File: src/rtl/data_sram_axi_bridge_pkg.sv
// ----------------------------------------------------------------------------
// data_sram_axi_bridge_pkg
// Shared definitions for the data-side SRAM-like to AXI3 bridge:
//   - state_t       : bridge FSM state encoding
//   - BURST_INCR    : AXI burst type used for every transaction
//   - LEN_SINGLE    : AXI length field for a single-beat transaction
//   - size_to_axsize: maps the core's 2-bit access size to AXI ar/awsize
// ----------------------------------------------------------------------------
package data_sram_axi_bridge_pkg;

    typedef enum logic [2:0] {
        S_IDLE = 3'd0,
        S_AR   = 3'd1,
        S_R    = 3'd2,
        S_AW_W = 3'd3,
        S_B    = 3'd4,
        S_RESP = 3'd5
    } state_t;

    localparam logic [1:0] BURST_INCR = 2'b01;
    localparam logic [7:0] LEN_SINGLE = 8'd0;

    // Core sizes 0/1/2 (byte/half/word) are already log2(bytes).
    function automatic logic [2:0] size_to_axsize(input logic [1:0] size);
        return {1'b0, size};
    endfunction

endpackage

File: src/rtl/data_sram_axi_bridge.sv
// ----------------------------------------------------------------------------
// data_sram_axi_bridge
// Responder for the MEM-stage data SRAM-like interface. Each accepted request
// (addr_ok) becomes one single-beat AXI3 transaction and produces exactly one
// data_ok pulse. At most one transaction is outstanding.
//
// Ports:
//   clk, resetn            clock, synchronous active-low reset
//   data_sram_*            SRAM-like request (req/wr/size/wstrb/addr/wdata)
//                          and response (addr_ok/data_ok/rdata)
//   ar*/r*                 AXI3 read address / read data channels
//   aw*/w*/b*              AXI3 write address / write data / write response
//   rid/rresp/rlast/bid/bresp are accepted but ignored.
//
// Optional build macro:
//   DATA_BRIDGE_POSTED_WR_EN  writes complete (data_ok) once AW and W have
//                             handshaken; the B response is collected in the
//                             background and blocks new requests until it
//                             arrives, so ordering is preserved.
// ----------------------------------------------------------------------------
module data_sram_axi_bridge
    import data_sram_axi_bridge_pkg::*;
#(
    parameter int             ID_W   = 4,
    parameter logic [ID_W-1:0] AXI_ID = ID_W'(1)
) (
    input  logic            clk,
    input  logic            resetn,
    // SRAM-like slave side
    input  logic            data_sram_req,
    input  logic            data_sram_wr,
    input  logic [1:0]      data_sram_size,
    input  logic [3:0]      data_sram_wstrb,
    input  logic [31:0]     data_sram_addr,
    input  logic [31:0]     data_sram_wdata,
    output logic            data_sram_addr_ok,
    output logic            data_sram_data_ok,
    output logic [31:0]     data_sram_rdata,
    // AXI read address
    output logic [ID_W-1:0] arid,
    output logic [31:0]     araddr,
    output logic [2:0]      arsize,
    output logic [7:0]      arlen,
    output logic [1:0]      arburst,
    output logic            arvalid,
    input  logic            arready,
    // AXI read data
    input  logic [ID_W-1:0] rid,
    input  logic [31:0]     rdata,
    input  logic [1:0]      rresp,
    input  logic            rlast,
    input  logic            rvalid,
    output logic            rready,
    // AXI write address
    output logic [ID_W-1:0] awid,
    output logic [31:0]     awaddr,
    output logic [2:0]      awsize,
    output logic [7:0]      awlen,
    output logic [1:0]      awburst,
    output logic            awvalid,
    input  logic            awready,
    // AXI write data
    output logic [ID_W-1:0] wid,
    output logic [31:0]     wdata,
    output logic [3:0]      wstrb,
    output logic            wlast,
    output logic            wvalid,
    input  logic            wready,
    // AXI write response
    input  logic [ID_W-1:0] bid,
    input  logic [1:0]      bresp,
    input  logic            bvalid,
    output logic            bready
);

    state_t      state_reg;
    logic [31:0] addr_reg;
    logic [1:0]  size_reg;
    logic [3:0]  wstrb_reg;
    logic [31:0] wdata_reg;
    logic [31:0] rdata_reg;
    logic        arvalid_reg;
    logic        rready_reg;
    logic        awvalid_reg;
    logic        wvalid_reg;
    logic        bready_reg;
    logic        aw_done_reg;
    logic        w_done_reg;
    logic        data_ok_reg;
    logic        b_block;

`ifdef DATA_BRIDGE_POSTED_WR_EN
    logic        pending_b_reg;
    assign b_block = pending_b_reg;
`else
    assign b_block = 1'b0;
`endif

    // Response id/status fields carry nothing the core can act on.
    logic unused_inputs;
    assign unused_inputs = &{1'b0, rid, rresp, rlast, bid, bresp};

    logic accept;
    assign accept = resetn && (state_reg == S_IDLE) && data_sram_req && !b_block;

    // AW and W complete independently; "all" includes a handshake this cycle.
    logic aw_fire, w_fire, aw_all, w_all;
    assign aw_fire = awvalid_reg && awready;
    assign w_fire  = wvalid_reg && wready;
    assign aw_all  = aw_done_reg || aw_fire;
    assign w_all   = w_done_reg || w_fire;

    always_ff @(posedge clk) begin
        if (!resetn) begin
            state_reg   <= S_IDLE;
            addr_reg    <= '0;
            size_reg    <= '0;
            wstrb_reg   <= '0;
            wdata_reg   <= '0;
            rdata_reg   <= '0;
            arvalid_reg <= 1'b0;
            rready_reg  <= 1'b0;
            awvalid_reg <= 1'b0;
            wvalid_reg  <= 1'b0;
            bready_reg  <= 1'b0;
            aw_done_reg <= 1'b0;
            w_done_reg  <= 1'b0;
            data_ok_reg <= 1'b0;
`ifdef DATA_BRIDGE_POSTED_WR_EN
            pending_b_reg <= 1'b0;
`endif
        end else begin
            data_ok_reg <= 1'b0;
            unique case (state_reg)
                S_IDLE: begin
                    if (accept) begin
                        addr_reg  <= data_sram_addr;
                        size_reg  <= data_sram_size;
                        wstrb_reg <= data_sram_wstrb;
                        wdata_reg <= data_sram_wdata;
                        if (data_sram_wr) begin
                            state_reg   <= S_AW_W;
                            awvalid_reg <= 1'b1;
                            wvalid_reg  <= 1'b1;
                            aw_done_reg <= 1'b0;
                            w_done_reg  <= 1'b0;
                        end else begin
                            state_reg   <= S_AR;
                            arvalid_reg <= 1'b1;
                        end
                    end
                end
                S_AR: begin
                    if (arready) begin
                        arvalid_reg <= 1'b0;
                        rready_reg  <= 1'b1;
                        state_reg   <= S_R;
                    end
                end
                S_R: begin
                    if (rvalid) begin
                        rready_reg  <= 1'b0;
                        rdata_reg   <= rdata;
                        data_ok_reg <= 1'b1;
                        state_reg   <= S_RESP;
                    end
                end
                S_AW_W: begin
                    if (aw_fire) begin
                        awvalid_reg <= 1'b0;
                        aw_done_reg <= 1'b1;
                    end
                    if (w_fire) begin
                        wvalid_reg <= 1'b0;
                        w_done_reg <= 1'b1;
                    end
                    if (aw_all && w_all) begin
`ifdef DATA_BRIDGE_POSTED_WR_EN
                        state_reg     <= S_RESP;
                        data_ok_reg   <= 1'b1;
                        pending_b_reg <= 1'b1;
                        bready_reg    <= 1'b1;
`else
                        state_reg  <= S_B;
                        bready_reg <= 1'b1;
`endif
                    end
                end
                S_B: begin
                    if (bvalid) begin
                        bready_reg  <= 1'b0;
                        data_ok_reg <= 1'b1;
                        state_reg   <= S_RESP;
                    end
                end
                S_RESP: begin
                    state_reg <= S_IDLE;
                end
                default: begin
                    state_reg <= S_IDLE;
                end
            endcase
`ifdef DATA_BRIDGE_POSTED_WR_EN
            // Background B collection; never overlaps the cycle that sets it.
            if (pending_b_reg && bvalid) begin
                pending_b_reg <= 1'b0;
                bready_reg    <= 1'b0;
            end
`endif
        end
    end

    assign data_sram_addr_ok = accept;
    assign data_sram_data_ok = data_ok_reg;
    assign data_sram_rdata   = rdata_reg;

    assign arid    = AXI_ID;
    assign araddr  = addr_reg;
    assign arsize  = size_to_axsize(size_reg);
    assign arlen   = LEN_SINGLE;
    assign arburst = BURST_INCR;
    assign arvalid = arvalid_reg;
    assign rready  = rready_reg;

    assign awid    = AXI_ID;
    assign awaddr  = addr_reg;
    assign awsize  = size_to_axsize(size_reg);
    assign awlen   = LEN_SINGLE;
    assign awburst = BURST_INCR;
    assign awvalid = awvalid_reg;

    assign wid     = AXI_ID;
    assign wdata   = wdata_reg;
    assign wstrb   = wstrb_reg;
    assign wlast   = 1'b1;
    assign wvalid  = wvalid_reg;

    assign bready  = bready_reg;

endmodule

File: config.mk
export PLATFORM = sky130hd
export DESIGN_NAME = data_sram_axi_bridge
export DESIGN_NICKNAME = d
export VERILOG_FILES = /design/src/rtl/data_sram_axi_bridge_pkg.sv /design/src/rtl/data_sram_axi_bridge.sv
export SDC_FILE = /design/constraint.sdc
export NUM_CORES = 1
export LEC_CHECK = 0
export BUFFER_PORTS_ARGS = -buffer_cell sky130_fd_sc_hd__buf_2
export CELL_PAD_IN_SITES_DETAIL_PLACEMENT = 0
export CELL_PAD_IN_SITES_GLOBAL_PLACEMENT = 1
export CORE_MARGIN = 8
export CORE_UTILIZATION = 30
export DETAILED_ROUTE_END_ITERATION = 7
export PLACE_DENSITY = 0.85
export SYNTH_ARGS = -nofsm -noshare
export SYNTH_HDL_FRONTEND = slang
export SYNTH_SLANG_ARGS = --single-unit
File: constraint.sdc
create_clock -name clk -period 1.5 [get_ports clk]
set_input_delay 0.225 -clock clk [delete_from_list [all_inputs] [get_ports clk]]
set_output_delay 0.225 -clock clk [all_outputs]
set_load 0.02 [all_outputs]
# ---- After elaboration in Yosys (flattened, before gate mapping)
# Index checks and enable logic that the tools add are counted.
dict set report classes {
  eq_ne 13
  mux 32
  reduce_logical 20
}
# cell count
set ops {}
lappend ops {{!= test 2 bit, second input constant} 9}
lappend ops {{two-way mux 1 bit} 17}
lappend ops {{case mux 1 bit (2 select lines)} 8}
lappend ops {{two-way mux 3 bit} 5}
lappend ops {{case mux 3 bit (5 select lines)} 1}
lappend ops {{AND reduction 4 bit} 3}
lappend ops {{nonzero test 2 bit} 4}
lappend ops {{equality test 3 x 2 -> 1 bit, second input constant} 2}
lappend ops {{AND reduction 3 bit} 2}
lappend ops {{logical AND 1 bit} 5}
lappend ops {{AND reduction 5 bit} 1}
lappend ops {{AND reduction 2 bit} 2}
lappend ops {{equality test 3 x 1 -> 1 bit, second input constant} 1}
lappend ops {{equality test 3 bit, second input constant} 1}
lappend ops {{zero test 3 bit} 1}
lappend ops {{logical OR 1 bit} 2}
lappend ops {{two-way mux 2 bit} 1}
dict set report word_totals {
  ff_bits 113
  in_bits 124
  output_inout_bits 178
  wordCells 79
}

# ---- Depth between registers and ports, before layout
dict set report logic_depth {
  depth_word 5
  depth_mapped 7
  depth_no_buf 4
}

# ---- Worst setup path after synthesis
# OpenSTA, ideal clock, no wires.
dict set report synth_path {
  path_kind {reg-to-output}
  from {register state_reg[1]}
  to {output data_sram_addr_ok}
  t_arrival_ns 1.257
  t_required_ns 1.275
  slack_ns 0.018
  path_stages_with_launch 6
  n_path_buf 3
  cell_sequence {dfxtp_1 -> buf_4 -> nor4b_2 -> buf_6 -> buf_6 -> and2_1}
}
dict set report synth_via {
  elab_chain_len 3
}
# element line
set synth_rtl {}
lappend synth_rtl {{start, declared} data_sram_axi_bridge.sv:76} ;# state_t state_reg;
lappend synth_rtl {{start signal, assigned} data_sram_axi_bridge.sv:115} ;# state_reg <= S_IDLE;
lappend synth_rtl {{start signal, assigned} data_sram_axi_bridge.sv:142} ;# state_reg <= S_AW_W;
lappend synth_rtl {{start signal, assigned} data_sram_axi_bridge.sv:148} ;# state_reg <= S_AR;
lappend synth_rtl {{zero test 3 bit} data_sram_axi_bridge.sv:104} ;# assign accept = resetn && (state_reg == S_IDLE) && data_sram_req && !b_block;
lappend synth_rtl {{logical AND 1 bit (2 in a row)} data_sram_axi_bridge.sv:104}
lappend synth_rtl {{end, declared} data_sram_axi_bridge.sv:36} ;# output logic data_sram_addr_ok,
# No other way between the ends.

# ---- Final worst setup path
dict set report layout_path {
  from {register state_reg[2]}
  to {output data_sram_addr_ok}
}
# The elaborated chain is that of the path after synthesis.

==> summary.txt <==
Outcome
  • Failing checks: setup timing
  • Run status: complete, but fails checks

Detailed routing
  • Met3 routed WL: between 1500 and 2000 microns
  • Final ANT Viol Nets: 0
  • Metal-1 WL: 5684 microns
  • Vias: 4320
  • Met2 routed WL: roughly 6700 microns
  • Routed WL per cell: around 14 microns
  • WL final: roughly 14000 microns
  • DR iter-0 viols: between 150 and 200
  • 1st-pass router iterations: 6
  • Via density per instance: 4.142
  • DRC Markers: 0
  • Uppermost layer routed: met4

STA
  • Finish-stage setup viols: 1
  • Final worst slack: -0.1712 ns
  • Hold Slack: between 0.05 and 0.06 ns
  • Final hold viol count: 0
  • Max-slew violation count: 0
  • Max Clk Rate: 598.4 MHz
  • Min Tclk post-route: roughly 1.7 ns
  • Period utilisation layout: 111.4%
  • Layout Skew: around 0.0073 ns
  • RSZ-0062 raised after global routing: true

Worst setup path
  • Setup CP Type: reg -> out
  • R2r setup slk: ~0.10 ns
  • Arrival time of the worst setup path: about 1.5 ns
  • Crit-path cells: nor4b_4 -> buf_6 -> and2_4 -> buf_6
  • Peak per-stage delay on the critical path: around 0.35 ns
  • R2R depth: 6
  • CP top delay family: simple AND/OR/NAND/NOR gates
  • Cell mode on critical path: buf_6
  • Capture point of the worst path: data_sram_addr_ok
  • Startpoint type of the worst setup path: flop
  • Reg-to-reg startpoint: state_reg[2]$_SDFFE_PN0P_
  • Critical Path RT: around 1.3 ns
  • Worst-path cell with the longest stage delay: dfxtp_4
  • Worst-path maximum fanout: 2
  • Worst path buffer plus inverter count: 2
  • Crit path from: state_reg[2]$_SDFFE_PN0P_
  • Crit. End Element: output port
  • Worst r2r dst: araddr[2]$_SDFFE_PN0P_
  • Worst path depth: 4

Floorplan
  • Initial Utilization: around 30%
  • Die area: approximately 0.021 sq mm
  • Die Span Y: between 100 and 150 microns
  • Die W: between 100 and 150 microns
  • Core Footprint: approximately 0.016 sq mm
  • # rows: 47
  • Num ports: ~300

Global routing
  • Initial antenna violation count: 0
  • First-pass GRT wire length: 21140 microns
  • GRT overflow: 0
  • GRT Resource Usage Total: between 10% and 20%
  • Largest net degree at the start of global routing: 63
  • Number of global-route vias before repair: ~4100

Power and ir drop
  • Leak: roughly 3.3 nW
  • Sequential power share: between 30% and 40%
  • Switching Share: approximately a third
  • Total power: roughly 0.012 W
  • PwrDens: 1779 mW/mm^2
  • Worst vdd ir: between 0.8 and 0.9 mV
  • Int Pwr: roughly 0.0079 W
  • Clk network pwr share: about a third
  • Gate power share: 34.7%
  • Switching power: roughly 0.0042 W

Clock tree
  • Maximum clock path buffer count: 2
  • H-tree depth: 4
  • Clk sink count: ~110
  • Clock transition at path regs: 0.05 ns
  • Root buf cell: clkbuf_16
  • Worst skew pair latency: roughly 0.40 ns
  • CTS Buf Count: 17
  • CTS tree: yes

Logic synthesis
  • Number of synthesized flops with an enable pin: 0
  • Yosys warnings: 0
  • Syn_area_per_cell: roughly 8.4 sq um
  • Cell variety after synth: 34
  • Synth top area cells: dfxtp_1 (46%), nand2_1 (17%), a21boi_1 (13%), buf_4 (11%), a21boi_2 (2.3%)
  • Seq/Total Area, Yosys: a little under half
  • Most common cell in the synthesized netlist: nand2_1
  • Synthesized area: 0.004927 sq mm
  • Cells after Synth: slightly below 600
  • Async SR Flop Fraction: 0%
  • Yosys top cell area share: between 40% and 50%
  • FF+latch count, synth: 113
  • Synth cell count leaders: nand2_1 (217), dfxtp_1 (113), a21boi_1 (88)
  • Top cell type by total area after synthesis: dfxtp_1
  • Main synth FF type: dfxtp_1

Place
  • Pre-CTS WS: approximately 0.055 ns
  • Gpl congestion: 0.7444
  • Post-DP HPWL: about 11000 microns
  • Port bufs: 253

Cells and area
  • Fillers: between 1500 and 2000
  • Reg area: ~0.0023 sq mm
  • # diodes: 0
  • Layout cells sized above 1: roughly 41%
  • Multi-input logic area: 0.002058 sq mm
  • NumNets Final: around 940
  • Area Overhead vs Synth: 38.01%

Flow run
  • Max-cap violations: 0

Hold path
  • Hold/Removal Path Class: in -> reg
[worst min-delay path by stage]
stage                                start                         endpoint  cells after the start
detailed placement  wdata[18]$_SDFFE_PN0P_           wdata[18]$_SDFFE_PN0P_                      2
global placement    wdata[11]$_SDFFE_PN0P_           wdata[11]$_SDFFE_PN0P_                      2
global route                      rdata[5]  data_sram_rdata[5]$_SDFFE_PN0P_                      3
CTS                               rdata[7]  data_sram_rdata[7]$_SDFFE_PN0P_                      3
floorplan               data_sram_addr[10]          araddr[10]$_SDFFE_PN0P_                      2
finish                            rdata[5]  data_sram_rdata[5]$_SDFFE_PN0P_                      3
[kinds of logic after synthesis]
group / Yosys count / synth area share (%)
other: 2 / 0.1524
AO/OA/AOI/OAI: 119 / 18.38
AND/OR/NAND/NOR: 241 / 20.06
flip-flops: 113 / 45.91
buffers and inverters: 108 / 15.29
multiplexers: 1 / 0.2032
[worst reg2reg max path: stages (launching register included)]
cell and delay [ns]:
dfxtp_4 0.35, nor4b_4 0.30, buf_6 0.15, buf_4 0.18
buf_8 0.17, nand2_1 0.08, a21boi_2 0.11
[placed cells by master, fill, tap and decap left out, types with 2 or more instances in the layout]
master,instances
nor2b_1,2
a31oi_1,2
nor3_1,2
nand3b_2,2
buf_4,21
clkbuf_16,17
nand3_1,2
nand2_1,217
nor2_1,4
dfxtp_1,110
a21boi_0,6
bufinv_16,2
a21boi_2,10
a21oi_1,5
clkinv_2,3
buf_2,252
buf_6,3
conb_1,35
buf_12,5
a21boi_1,88
dfxtp_2,2
buf_8,3
o21ai_0,4
clkbuf_8,7
[layer usage]
metal  global-route usage (%)  up-vias
li1                         -     2232
met5                        0        -
met4                    3.943        0
met3                    6.504        6
met1                    14.69     1905
met2                    21.74      177
[metrics by stage]
stage | TNS, ns | std cells | util (%) | cell area [sq um]
3_5_place_dp | 0 | 1011 | 37.64 | 6131
6_report | -0.1712 | 1043 | 41.75 | 6800
3_3_place_gp | 0 | 1011 | 37.64 | 6131
4_1_cts | -0.1949 | 1043 | 41.55 | 6769
5_1_grt | -0.3112 | 1043 | 41.75 | 6800
2_1_floorplan | 0 | 617 | - | 5051
[layout make-up]
type	instances	area share, %
clock inverters	5	1.104
repair buffers	284	23.50
inverters	1	0.05520
well taps	220	4.048
flip-flops and latches	113	33.36
clock buffers	24	7.672
multi-input cells	396	30.27
[power by group through the flow]
stage                     clock, W  combinational, W  sequential, W
final                      0.00402           0.00420        0.00388
after global routing       0.00431           0.00460        0.00397
after CTS                  0.00416           0.00422        0.00389
after detailed placement         0           0.00413        0.00395
after global placement           0           0.00410        0.00392
after floorplan                  0           0.00232        0.00453
[timing repair]
item | in CTS | in global routing
hold buffers | 0 | 0
setup endpoints to repair | 1 | 36
buffers inserted | 3 | 0
pin swaps | 2 | 0
gates resized for setup | 8 | 9
Power figures use the tool's default switching activity.
